`src/rtl/dmem_responder.sv`:
```
// Single-port data-memory responder: accepts one load/store at a time and
// answers after a fixed LATENCY of wait cycles, rejecting misaligned or out-of-range accesses.
module dmem_responder #(
   parameter int WORDS   = 64,
   parameter int LATENCY = 2
) (
   input  logic        clk,
   input  logic        reset,
   input  logic        req,
   input  logic        we,
   input  logic [31:0] addr,
   input  logic [31:0] write_data,
   output logic [31:0] read_data,
   output logic        ready,
   output logic        busy,
   output logic        err
);

   localparam int         IW   = (WORDS > 1) ? $clog2(WORDS) : 1;
   localparam logic [3:0] LOAD = (LATENCY == 0) ? 4'd0 : 4'(LATENCY - 1);

   typedef enum logic [1:0] {IDLE, WAIT, RESP} state_t;

   state_t        state;
   logic [3:0]    cnt;
   logic          cap_we;
   logic [31:0]   cap_addr;
   logic [31:0]   cap_wdata;
   logic [31:0]   mem [WORDS];

   logic          cur_we;
   logic [31:0]   cur_addr;
   logic [31:0]   cur_wdata;
   logic          reject;
   logic          enter_resp;
   logic [IW-1:0] idx;

   // With LATENCY=0 RESP is entered on the accepting edge, before the capture
   // registers hold the request, so the live inputs are used while in IDLE.
   always_comb begin
      // NOTE: every always_comb output gets a default first so no latch is inferred.
      cur_we    = cap_we;
      cur_addr  = cap_addr;
      cur_wdata = cap_wdata;
      if (state == IDLE) begin
         cur_we    = we;
         cur_addr  = addr;
         cur_wdata = write_data;
      end
      reject     = (cur_addr[1:0] != 2'b00) || ({2'b00, cur_addr[31:2]} >= 32'(WORDS));
      idx        = cur_addr[IW+1:2];
      enter_resp = ((state == WAIT) && (cnt == 4'd0)) ||
                   ((state == IDLE) && req && (LATENCY == 0));
   end

   // NOTE: storage has no reset branch so it maps onto plain RAM; contents survive reset.
   always_ff @(posedge clk) begin
      if (enter_resp && cur_we && !reject)
         mem[idx] <= cur_wdata;
   end

   // NOTE: sequential state uses non-blocking assignments only.
   always_ff @(posedge clk or negedge reset) begin
      if (!reset) begin
         state     <= IDLE;
         cnt       <= 4'd0;
         ready     <= 1'b0;
         busy      <= 1'b0;
         err       <= 1'b0;
         read_data <= 32'h0;
         cap_we    <= 1'b0;
         cap_addr  <= 32'h0;
         cap_wdata <= 32'h0;
      end else begin
         case (state)
            IDLE: begin
               if (req) begin
                  cap_we    <= we;
                  cap_addr  <= addr;
                  cap_wdata <= write_data;
                  busy      <= 1'b1;
                  if (LATENCY == 0) begin
                     state <= RESP;
                  end else begin
                     state <= WAIT;
                     cnt   <= LOAD;
                  end
               end
            end
            WAIT: begin
               if (cnt == 4'd0) state <= RESP;
               else             cnt   <= cnt - 4'd1;
            end
            RESP: begin
               state <= IDLE;
               busy  <= 1'b0;
            end
            default: state <= IDLE;
         endcase

         ready <= enter_resp;
         err   <= enter_resp && reject;
         if (enter_resp && !cur_we)
            read_data <= reject ? 32'h0 : mem[idx];
      end
   end

endmodule

```
`config.mk`:
```
export PLATFORM = sky130hd
export DESIGN_NAME = dmem_responder
export DESIGN_NICKNAME = d
export VERILOG_FILES = /design/src/rtl/dmem_responder.sv
export SDC_FILE = /design/constraint.sdc
export NUM_CORES = 2
export LEC_CHECK = 0
export ABC_AREA = 1
export CAP_MARGIN = 25
export CELL_PAD_IN_SITES_DETAIL_PLACEMENT = 0
export CELL_PAD_IN_SITES_GLOBAL_PLACEMENT = 1
export CORE_MARGIN = 5
export CORE_UTILIZATION = 31
export CTS_CLUSTER_SIZE = 40
export DETAILED_ROUTE_END_ITERATION = 12
export PLACE_DENSITY = 0.59
export SETUP_SLACK_MARGIN = 0.5
export SYNTH_ARGS = -nofsm -noshare
export SYNTH_HDL_FRONTEND = slang
export SYNTH_SLANG_ARGS = --single-unit
```
`constraint.sdc`:
```
create_clock -name clk -period 4.2 [get_ports clk]
set_clock_uncertainty 0.05 [all_clocks]
set_input_delay 0.84 -clock clk [delete_from_list [all_inputs] [get_ports clk]]
set_output_delay 0.84 -clock clk [all_outputs]
set_load 0.02 [all_outputs]
```
==> results.json <==
{
  "status": "finished, final reports clean",
  "ys_warn_count": 0,
  "ys_ff_latch": 2154,
  "place_area_mm2": 0.0992,
  "wl_per_cell_um": 23.5,
  "grt_pass1_vias": 56900,
  "cts.reportedPaths.clkPinSlew_ns": 0.06,
  "viasPerCell": 4.73,
  "synth_common_cells": "3,616 x nand2_1, 2,048 x edfxtp_1, 877 x inv_1",
  "cp_common_cell": "nand2_1",
  "cts_buffers": 227,
  "cp.required_ns": 4.94,
  "grt_pass1_wl_um": 423000,
  "cts_max_path_buffers": 3,
  "cts_tree": "yes",
  "synth_ff_type": "edfxtp_1",
  "seq_area_frac_synth_pct": 71.5,
  "finalCriticalPeriod_ns": 3.52,
  "finalInstanceArea_mm2": 0.107,
  "port_buffers": 102,
  "hpwl_um": 178000,
  "seqPwrFrac_pct": 33.0,
  "setup_viol": 0,
  "dieHeight_um": 548,
  "dp_cells": 12200,
  "p_leak_uw": 0.0424,
  "fin_cells": 12700,
  "path_class": "reg -> reg",
  "drt_iter0_markers": 5817,
  "cap_violations": 0,
  "grt_max_degree": 87,
  "track_usage_pct": 19.4,
  "dr.pass1.iters": 6,
  "gp_congestion": 0.852,
  "clock-sinks": 2154,
  "vias": 59900,
  "synth.cell_area_mm2": 0.0897,
  "synth.net_count": 8507,
  "rows": 197,
  "final_max_slew_viol_count": 0,
  "synth_top_area_cell": "edfxtp_1",
  "start_util_pct": 31.1,
  "comb_power_share_pct": 43.5,
  "hold_class": "reg -> reg",
  "route.detailed.drc": 0,
  "syn_inst": 8437,
  "rsz0062_at_grt": "false",
  "cts-root-buf": "clkbuf_16",
  "areaGrowthSynthToFinish_pct": 19.1,
  "max_slew.worst_pin.slew_ns": 1.05,
  "power_frac_clock_pct": 23.5,
  "p_per_area_mw_per_mm2": 810,
  "synth_top_area_share_pct": 68.6,
  "critPathMaxFanout": 17,
  "internal_power_uw": 49000,
  "layout-drive-gt1-share_pct": 9.05,
  "cp_data_arrival_time_ns": 4.26,
  "wl_um": 297000,
  "insertion_delay_ns": 0.91,
  "ys_types": 27,
  "die_area_mm2": 0.300,
  "syn_avg_cell_area_um2": 10.6,
  "synth.most_common_cell": "nand2_1",
  "die_w_um": 548,
  "overflow": 0,
  "slew-limit-headroom_pct": 29.4,
  "min_period_over_period_pct": 83.9,
  "slowest_delay_ns": 0.53,
  "worstPathCellList": "nor2_4 -> nand2_1 -> o21ai_2 -> inv_1 -> nor3_4 -> inv_2 -> buf_4 -> a21oi_1 -> nor2_1 -> nand3_1 -> nand2_1",
  "async_flop_share_pct": 4.92,
  "cp_slowest_cell": "a21oi_1",
  "cp-start-kind": "flip-flop",
  "htreeDepth": 4,
  "antenna_found_initial": 24,
  "hold_viol": 0,
  "nNetsFinal": 8767,
  "fp.coreArea_mm2": 0.288,
  "synth-edff-count": 2048,
  "fmax_mhz": 284,
  "antenna_left": 0,
  "netSwitchingPower_uw": 37500,
  "netSwitchingFraction_pct": 43.3,
  "ioPinCount": 103,
  "synthTopCellsByArea": "edfxtp_1 69%, nand2_1 15%, inv_1 3.7%",
  "peakVddDrop_v": 0.000664,
  "cp-end-kind": "flip-flop"
}
-- critical path, delay by kind of cell (launching register included) --
family | cells | cell delay, ns
buffers and inverters | 3 | 0.90
DFF | 1 | 0.43
AOI/OAI and AO/OA | 2 | 0.79
and+or+nand+nor | 6 | 1.24
-- state kept, by name, summed over array words and instances (netlist names) --
name / count
ready: 1
cnt: 4
mem: 2048
busy: 1
state: 2
cap_we: 1
cap_addr: 32
cap_wdata: 32
read_data: 32
err: 1
-- through the flow --
step / total power [µW] / hold WS (ns) / utilization (%) / TNS [ns] / setup WS [ns]
2_1_floorplan: 47600 / 0.390 / - / -91.16 / -0.475
3_3_place_gp: 66700 / 0.404 / 34.4 / 0 / 0.125
3_5_place_dp: 66900 / 0.421 / 34.4 / 0 / 0.121
4_1_cts: 87300 / 0.428 / 37.1 / 0 / 0.689
5_1_grt: 90900 / 0.452 / 37.1 / 0 / 0.525
6_report: 86500 / 0.426 / 37.1 / 0 / 0.677
-- routing by layer --
metal | share of wire [%] | up-vias | track usage, %
li1 | - | 28200 | -
met4 | 2.7 | 2 | 5.13
met2 | 48 | 1656 | 32.3
met1 | 44 | 29800 | 26.6
met3 | 5.6 | 342 | 2.76
met5 | 0.0044 | - | 0
-- final cells by class --
| type | instances | area, µm² |
|---|---|---|
| fill | 27900 | 181000 |
| sequential | 2154 | 64200 |
| multi-input combinational | 4987 | 21400 |
| clock buffer | 264 | 5890 |
| timing repair buffer | 447 | 5670 |
| tap | 3781 | 4730 |
| inverter | 880 | 3300 |
| clock inverter | 160 | 1700 |
| antenna | 9 | 22.5 |
-- cell families after synthesis --
logic type,share of synthesized area (%)
multiplexers,0.100
AO/OA/AOI/OAI,2.02
AND/OR/NAND/NOR,20.6
adder cells (fa/ha/maj),0.0279
buffers and inverters,5.68
flip-flops,71.5
-- placed cells by master (no fill, tap or decap), types with 9 or more instances in the layout --
cell type / n
clkinv_1: 64
clkdlybuf4s50_1: 101
diode_2: 9
o21ai_4: 32
clkinv_16: 12
nand2_1: 3608
edfxtp_1: 2048
clkbuf_1: 30
dfrtp_1: 106
nand4_1: 131
clkbuf_16: 227
a21oi_1: 51
buf_12: 161
nor2_1: 201
buf_4: 181
nor2_4: 63
nand3_1: 570
and2_1: 17
o21ai_0: 271
inv_1: 877
bufinv_16: 24
clkinv_2: 47
-- power by group through the flow --
stage | combinational [µW] | sequential (µW) | clock, µW
global route | 40700 | 28600 | 21700
floorplan | 18300 | 29300 | 0
global placement | 37600 | 29000 | 0
detailed placement | 37900 | 29000 | 0
finish | 37600 | 28500 | 20300
CTS | 38000 | 28600 | 20800
-- worst paths after layout --
check / cells past startpoint / slack, ns / to / startpoint
max: 11 / 0.68 / read_data[19] / state[1]
min: 1 / 0.43 / cnt[0] / cnt[0]
max reg2reg: 11 / 0.68 / read_data[19] / state[1]
min reg2reg: 1 / 0.43 / cnt[0] / cnt[0]
max in group asynchronous: 3 / 2.70 / read_data[25] / reset
min in group asynchronous: 2 / 0.55 / cap_addr[21] / reset
-- timing repair --
item | CTS | global route
setup buffers | 0 | 0
hold buffers | 1 | 0
hold endpoints to repair | 73 | 0
gates resized for setup | 0 | 1
endpoints found under the setup margin | 0 | 1
(Power assumes the default switching activity.)
